<file path="config.mk">
export PLATFORM = sky130hd
export DESIGN_NAME = level_shift_modulator
export DESIGN_NICKNAME = d
export VERILOG_FILES = /design/src/rtl/level_shift_modulator.sv
export SDC_FILE = /design/constraint.sdc
export NUM_CORES = 1
export LEC_CHECK = 0
export BUFFER_PORTS_ARGS = -buffer_cell sky130_fd_sc_hd__buf_2
export CORE_ASPECT_RATIO = 0.8
export CORE_MARGIN = 5
export CORE_UTILIZATION = 50
export CTS_BUF_LIST = sky130_fd_sc_hd__clkbuf_16
export CTS_CLUSTER_DIAMETER = 50
export DETAILED_ROUTE_END_ITERATION = 16
export GPL_TIMING_DRIVEN = 0
export PLACE_DENSITY = 0.7
export SLEW_MARGIN = 20
export SYNTH_ARGS = -nofsm -noshare
export SYNTH_HDL_FRONTEND = slang
export SYNTH_SLANG_ARGS = --single-unit
</file>
<file path="constraint.sdc">
create_clock -name clk -period 4.7 [get_ports clk]
set_input_delay 1.175 -clock clk [delete_from_list [all_inputs] [get_ports clk]]
set_output_delay 1.175 -clock clk [all_outputs]
set_load 0.005 [all_outputs]
</file>
<file path="src/rtl/level_shift_modulator.sv">
`default_nettype none
// ============================================================================
// Module   : level_shift_modulator
// Purpose  : Level-shifted PWM for a 5-level cascaded H-bridge inverter, with
//            bridge rotation and per-leg dead-time insertion.
// Revision : 1.0 - initial release
// ============================================================================
module level_shift_modulator #(
  parameter int DATA_WIDTH = 16,
  parameter int DT_WIDTH   = 8
) (
  input  logic                  clk,
  input  logic                  rst_n,
  input  logic                  enable,
  input  logic [DATA_WIDTH-1:0] ref_in,
  input  logic                  ref_valid,
  input  logic [DATA_WIDTH-1:0] carrier1,
  input  logic [DATA_WIDTH-1:0] carrier2,
  input  logic                  sync_pulse,
  input  logic [DT_WIDTH-1:0]   deadtime,
  output logic [7:0]            gate,
  output logic [2:0]            level_out
);

  localparam logic [DATA_WIDTH-1:0] c_MOST_NEG = {1'b1, {(DATA_WIDTH-1){1'b0}}};
  localparam logic [DATA_WIDTH-1:0] c_MAX_POS  = {1'b0, {(DATA_WIDTH-1){1'b1}}};
  localparam logic [DATA_WIDTH:0]   c_THR_BASE = {2'b00, {(DATA_WIDTH-1){1'b1}}};

  typedef enum logic [1:0] {
    ST_DEAD  = 2'd0,
    ST_ON_HI = 2'd1,
    ST_ON_LO = 2'd2
  } leg_state_t;

  logic [DATA_WIDTH-1:0] r_shadow;
  logic [DATA_WIDTH-1:0] r_ref_act;
  logic                  r_rot;
  logic [2:0]            r_level;

  logic [DATA_WIDTH-1:0] w_mag;
  logic [DATA_WIDTH:0]   w_a2;
  logic [DATA_WIDTH:0]   w_thr_hi;
  logic [DATA_WIDTH:0]   w_c2;
  logic [1:0]            w_m;
  logic [2:0]            w_level;
  logic [DT_WIDTH-1:0]   w_dt;
  logic                  w_l_one;
  logic                  w_l_two;
  logic                  w_h1_act;
  logic                  w_h2_act;
  logic [3:0]            w_cmd;

  // A same-cycle strobe and sync bypasses the shadow register.
  always_ff @(posedge clk or negedge rst_n) begin
    if (!rst_n) begin
      r_shadow  <= '0;
      r_ref_act <= '0;
    end else begin
      if (ref_valid)  r_shadow  <= ref_in;
      if (sync_pulse) r_ref_act <= ref_valid ? ref_in : r_shadow;
    end
  end

  always_comb begin
    w_mag = r_ref_act;
    if (r_ref_act[DATA_WIDTH-1]) begin
      if (r_ref_act == c_MOST_NEG) w_mag = c_MAX_POS;
      else                         w_mag = -r_ref_act;
    end
  end

  assign w_a2     = {w_mag, 1'b0};
  assign w_thr_hi = c_THR_BASE - {carrier1[DATA_WIDTH-1], carrier1};
  assign w_c2     = {1'b0, carrier2};
  assign w_m      = {1'b0, (w_a2 > w_c2)} + {1'b0, (w_a2 > w_thr_hi)};
  assign w_level  = r_ref_act[DATA_WIDTH-1] ? -{1'b0, w_m} : {1'b0, w_m};

  always_ff @(posedge clk or negedge rst_n) begin
    if (!rst_n) begin
      r_rot   <= 1'b0;
      r_level <= '0;
    end else begin
      if (enable && sync_pulse) r_rot <= ~r_rot;
      r_level <= enable ? w_level : 3'd0;
    end
  end

  assign level_out = r_level;

  assign w_l_one  = (r_level == 3'b001) || (r_level == 3'b111);
  assign w_l_two  = (r_level == 3'b010) || (r_level == 3'b110);
  assign w_h1_act = w_l_two || (w_l_one && !r_rot);
  assign w_h2_act = w_l_two || (w_l_one &&  r_rot);

  // Leg order: H1A, H1B, H2A, H2B; command 1 selects the high switch.
  assign w_cmd[0] = w_h1_act && !r_level[2];
  assign w_cmd[1] = w_h1_act &&  r_level[2];
  assign w_cmd[2] = w_h2_act && !r_level[2];
  assign w_cmd[3] = w_h2_act &&  r_level[2];

  assign w_dt = (deadtime == '0) ? DT_WIDTH'(1) : deadtime;

  for (genvar i = 0; i < 4; i++) begin : g_leg
    leg_state_t          r_state;
    leg_state_t          w_state_nxt;
    logic [DT_WIDTH-1:0] r_cnt;
    logic [DT_WIDTH-1:0] w_cnt_nxt;
    logic                r_tgt;
    logic                w_tgt_nxt;

    always_ff @(posedge clk or negedge rst_n) begin
      if (!rst_n) begin
        r_state <= ST_DEAD;
        r_cnt   <= '0;
        r_tgt   <= 1'b0;
      end else begin
        r_state <= w_state_nxt;
        r_cnt   <= w_cnt_nxt;
        r_tgt   <= w_tgt_nxt;
      end
    end

    // A zero count after reset forces a full dead time before first turn-on.
    always_comb begin
      w_state_nxt = r_state;
      w_cnt_nxt   = r_cnt;
      w_tgt_nxt   = r_tgt;
      if (!enable) begin
        w_state_nxt = ST_DEAD;
        w_cnt_nxt   = w_dt;
        w_tgt_nxt   = w_cmd[i];
      end else begin
        case (r_state)
          ST_ON_HI: begin
            if (!w_cmd[i]) begin
              w_state_nxt = ST_DEAD;
              w_cnt_nxt   = w_dt;
              w_tgt_nxt   = 1'b0;
            end
          end
          ST_ON_LO: begin
            if (w_cmd[i]) begin
              w_state_nxt = ST_DEAD;
              w_cnt_nxt   = w_dt;
              w_tgt_nxt   = 1'b1;
            end
          end
          default: begin
            if ((w_cmd[i] != r_tgt) || (r_cnt == '0)) begin
              w_cnt_nxt = w_dt;
              w_tgt_nxt = w_cmd[i];
            end else if (r_cnt == DT_WIDTH'(1)) begin
              w_state_nxt = w_cmd[i] ? ST_ON_HI : ST_ON_LO;
            end else begin
              w_cnt_nxt = r_cnt - DT_WIDTH'(1);
            end
          end
        endcase
      end
    end

    assign gate[2*i]   = (r_state == ST_ON_HI);
    assign gate[2*i+1] = (r_state == ST_ON_LO);
  end

endmodule
`default_nettype wire

</file>
Word-level counts from Yosys, hierarchy flattened. Index checks and enable logic that the tools add are counted.

Register bits after elaboration: 80. Output and inout port bits: 11. Word-level logic and storage cells: 184. Input bits: 61.

Multiplexer cells: 78. $add $sub $neg: 8. Reductions and logical operators: 34. Equal/unequal tests: 45. Bitwise logic cells: 1. Magnitude comparators: 2.

Operator list (count): 8-bit 2-to-1 mux (21); 8-bit case mux with 2 select lines (4); 16-bit 2-to-1 mux (3); 2-bit 2-to-1 mux (24); 8-bit zero test (5); 8-bit by 1-bit == test with 1-bit output (second input constant) (4); 4-bit by 3-bit != test with 1-bit output (second input constant) (8); 8-bit by 1-bit subtractor with 8-bit output (second input constant) (4); 3-bit AND reduction (8); 5-bit != test (second input constant) (4); 17-bit by 16-bit greater-than comparator with 1-bit output (1); 17-bit greater-than comparator (1); 16-bit by 16-bit subtractor with 17-bit output (first input constant) (1); 16-bit == test (second input constant) (1); 1-bit 2-to-1 mux (16); 4-bit != test (second input constant) (4); 16-bit negation (1); 2-bit case mux with 2 select lines (4); 4-bit AND reduction (4); 3-bit by 2-bit != test with 1-bit output (second input constant) (4); 3-bit != test (second input constant) (4); 2-bit by 1-bit == test with 1-bit output (second input constant) (4); 2-bit == test (second input constant) (4); 1-bit logical OR (8); other kinds (11) (26).

Depth between registers and ports, before layout.
Word-level depth: 10. Gate-level depth with buffers: 18. Mapped depth without buffers: 17.

Least setup slack after synthesis. OpenSTA, ideal clock, no wires.

Path type: flip-flop to flip-flop. From: register r_ref_act[7]. To: register r_level[0], in the netlist level_out[0]. Cell stages (with the launch flop): 17. Clock period less this slack: 3934 ps. Path buffers: 2. Arrival time: 3815 ps. Slack: 766 ps. Cells stage by stage: dfrtp_1 or3_4 or4_4 or2_1 or4_1 buf_2 buf_6 nand2_1 ha_1 a21o_1 a21oi_1 a21boi_0 a2111o_1 o21ai_0 nand2_1 ha_1 and2_1.

Word-level cells in the longest chain between the ends: 8.

Ends and longest elaborated chain: start: declaration (RTL line 36) `logic [DATA_WIDTH-1:0] r_ref_act;`; start signal: assignment (RTL line 60) `if (sync_pulse) r_ref_act <= ref_valid ? ref_in : r_shadow;`; 16-bit negation or 16-bit == test (tied branches) (RTL line 68, 67); 16-bit 2-to-1 mux (RTL line 67) `if (r_ref_act == c_MOST_NEG) w_mag = c_MAX_POS;`; 16-bit 2-to-1 mux (*) (RTL line 66) `if (r_ref_act[DATA_WIDTH-1]) begin`; 17-bit by 16-bit greater-than comparator with 1-bit output or 17-bit greater-than comparator (tied branches) (RTL line 75) `assign w_m = {1'b0, (w_a2 > w_c2)} + {1'b0, (w_a2 > w_thr_hi)};`; 1-bit by 1-bit adder with 2-bit output (*) (RTL line 75); 2-bit negation with 3-bit output (RTL line 76) `assign w_level = r_ref_act[DATA_WIDTH-1] ? -{1'b0, w_m} : {1'b0, w_m};`; 3-bit 2-to-1 mux (*) (RTL line 76); 3-bit 2-to-1 mux (*) (RTL line 84) `r_level <= enable ? w_level : 3'd0;`; end signal: assignment (RTL line 84); end: declaration (RTL line 38) `logic [2:0] r_level;`.

Every way passes the cells marked *; elsewhere a longest branch is shown, timed or not. A chain may end at the register's enable or synchronous reset.

Final worst setup path.
From: register r_ref_act[7]. To: register r_level[1], in the netlist level_out[1].

Same word-level chain as after synthesis.

==> impl_metrics.tcl <==
set metrics [dict create \
    cts.sinks 80 \
    overflow 0 \
    die-height_microns 105 \
    critPathKind "flop to flop" \
    max_stage_delay_ps 440 \
    antenna_found_initial 0 \
    synthTopCellsByArea "dfrtp_1 (35%), ha_1 (12%), mux2_2 (6.1%)" \
    fin_crit_ps 4420 \
    cts_tree "yes" \
    ctsRootBufferMaster "clkbuf_16" \
    busiest_layer "met2" \
    synthCells 642 \
    synth_top_cell_by_area "dfrtp_1" \
    postCtsResizedCells 0 \
    avgRoutedWirePerCell_microns 16.2 \
    rsz0062_at_grt "false" \
    layout_common_cells "dfrtp_1 (80), buf_2 (74), o21ai_0 (58), nand2_1 (57), ha_1 (53)" \
    grt_pass1_wl_microns 23800 \
    vias_per_cell 5.83 \
    cp_max_fo 10 \
    die_area_sq_mm 0.0136 \
    cts-htree-levels 3 \
    finalCritPeriodShare_pct 94.1 \
    holdWs_ps 498 \
    remaining_drc_errors 0 \
    tightest_slew_ps 847 \
    cp.depth 17 \
    worstHoldPathType "flop to flop" \
    mappedNetlistNets 756 \
    use_met3_pct 5.06 \
    ys_types 68 \
    hpwlAfterDp_microns 10600 \
    pin_count 72 \
    drt_wl_total_microns 14100 \
    irDropWorstVdd_v 0.000254 \
    crit_family "simple AND/OR/NAND/NOR gates" \
    syn2layout_area_growth_pct 14.8 \
    timing.fmax_mhz 226 \
    fill_cells 976 \
    critical_path_arrival_ps 4610 \
    io_buffers 68 \
    ys_seq_area_share_pct 35.3 \
    postCtsHoldBufs 0 \
    slew_violations 0 \
    synth_area_per_cell_sq_um 8.84 \
    grt_pass1_vias 4993 \
    cts_max_path_buffers 2 \
    synthArstFlopShare_pct 100 \
    numCtsBuffers 9 \
    post_cts_buffers 0 \
    start_util_pct 51.7 \
    first_iter_violations 324 \
    vias 5075 \
    maxCapViolations 0 \
    final_nets 836 \
    grt_use_total_pct 21.2 \
    yosys_warnings 0 \
    ys_seq_elements 80 \
    ant_nets 0 \
    first_pass_iters 5 \
    slew_headroom_pct 43.0 \
    cellPowerDensity_mw_per_mm2 443 \
    status "finished clean" \
    utilization_pct 59.4 \
    grt_util_met2_pct 36.1 \
    drive_gt1_share_pct 18.8 \
    syn_area_sq_mm 0.00568 \
    finClkSkew_ps 4.97 \
    leakagePower_nw 3.01 \
    crit_path_cell_trace "or3_4, or4_4, or2_1, or4_1, buf_2, buf_6, nand2_1, ha_1, a21o_1, a21oi_1, a21boi_0, a2111o_1, o21ai_0, nand2_1, ha_1, nor2_1, a211oi_1" \
    clk_latency_ps 340 \
    cp.buffers_inverters 2 \
    reg2regPathDepth 17 \
    synth-edff-count 0 \
    setup_tns_ps 0 \
    synth-main-ff-cell "dfrtp_1" \
    mostFrequentLayoutCell "dfrtp_1" \
    die_x_microns 129 \
    hold_viol_final 0 \
    setup_viol 0 \
    antenna_cells 0 \
    endpoint_kind "flop" \
    globalRouteMet1Util_pct 27.7 \
    grt_max_degree 50 \
    crit_required_ps 4890 \
    clk_pin_slew_ps 60 \
    cp_slowest_cell "dfrtp_1" \
    core_sq_mm 0.0110 \
    row_count 34 \
    worst_setup_path_start_kind "flop" \
    synth_top_area_share_pct 35.3 \
    holdPathStages 1 \
    routabilityCongestion 0.897 \
]
[metal layers]
layer | up-vias | part of all wire, %
met5 | - | 0
met4 | 0 | 0.90
met3 | 16 | 6.6
met2 | 144 | 48
met1 | 2417 | 44
li1 | 2498 | -
[cells in the mapped netlist, types with 3 or more instances]
library cell	n
xnor2_1	3
clkbuf_1	14
nand2_1	57
o21a_1	4
nor3_1	27
a21boi_0	5
ha_1	53
mux2i_1	10
xor2_1	7
nor2_1	34
a211oi_1	5
and3_1	3
nor2b_1	6
a21o_1	5
or2_2	4
o2bb2ai_1	3
or4_1	5
a21oi_1	50
nor3b_1	6
a22o_1	5
dfrtp_1	80
mux2_2	31
o22ai_1	4
or3_1	5
nor4_1	10
o31ai_1	8
o21ai_0	58
nand3_1	15
and2_1	6
nand2b_1	6
a31oi_1	7
buf_2	7
inv_1	46
nand4_1	11
[kinds of logic (layout without fill, tap and decap cells)]
kind of cell | Yosys count | after routing | synth area share, %
adder cells (fa/ha/maj) | 53 | 53 | 11.7
flip-flops | 80 | 80 | 35.3
XOR/XNOR | 10 | 10 | 1.54
AO/OA/AOI/OAI | 174 | 174 | 18.8
AND/OR/NAND/NOR | 213 | 213 | 19.7
multiplexers | 41 | 41 | 7.91
buffers and inverters | 71 | 156 | 5.05
[through the flow]
step,std cells,instance area (sq um),worst slack (ps),total power [mW]
after floorplan,642,5680,766,1.87
after global placement,854,6200,369,2.13
after detailed placement,855,6230,286,2.19
after CTS,871,6520,262,2.88
after global routing,871,6520,74.3,3.11
final,871,6520,279,2.88
[registers in the layout, indices dropped and copies added (netlist names)]
register       flops
g_leg.r_cnt       32
g_leg.r_tgt        4
level_out          3
r_rot              1
r_shadow          16
g_leg.r_state      8
r_ref_act         16
[where the power goes]
part	internal [mW]	leakage [nW]	switching (mW)
combinational	0.491	1.89	0.661
clock	0.406	0.144	0.280
sequential	0.862	0.971	0.185
total	1.76	3.01	1.13
[final timing paths]
path	startpoint	endpoint	slack, ps
min in group asynchronous	rst_n	g_leg[3].r_cnt[3]$_DFFE_PN0P_	780
min reg2reg	r_shadow[0]$_DFF_PN0_	r_shadow[0]$_DFF_PN0_	500
max	r_ref_act[7]$_DFFE_PN0P_	level_out[1]$_DFF_PN0_	280
min	r_shadow[0]$_DFF_PN0_	r_shadow[0]$_DFF_PN0_	500
max reg2reg	r_ref_act[7]$_DFFE_PN0P_	level_out[1]$_DFF_PN0_	280
max in group asynchronous	rst_n	r_ref_act[15]$_DFFE_PN0P_	3330
[worst reg2reg max path, delay by kind of cell, from the launching register on]
kind                       cells  cell delay [ps]
and+or+nand+nor                7             1870
AOI/OAI and AO/OA              6             1190
adders and majority gates      2              470
DFF                            1              440
buffers and inverters          2              310
[layout make-up]
| cell class | instances | area (sq um) | share of cell area, % |
|---|---|---|---|
| multi-input cells | 491 | 3390 | 52.0 |
| flip-flops and latches | 80 | 2000 | 30.7 |
| repair buffers | 69 | 370 | 5.68 |
| plain buffers | 25 | 114 | 1.75 |
| clock buffers | 9 | 225 | 3.46 |
| clock inverters | 7 | 63.8 | 0.979 |
| well taps | 144 | 180 | 2.76 |
| inverters | 46 | 173 | 2.65 |
Note: power is estimated with default switching activity, not from simulation.
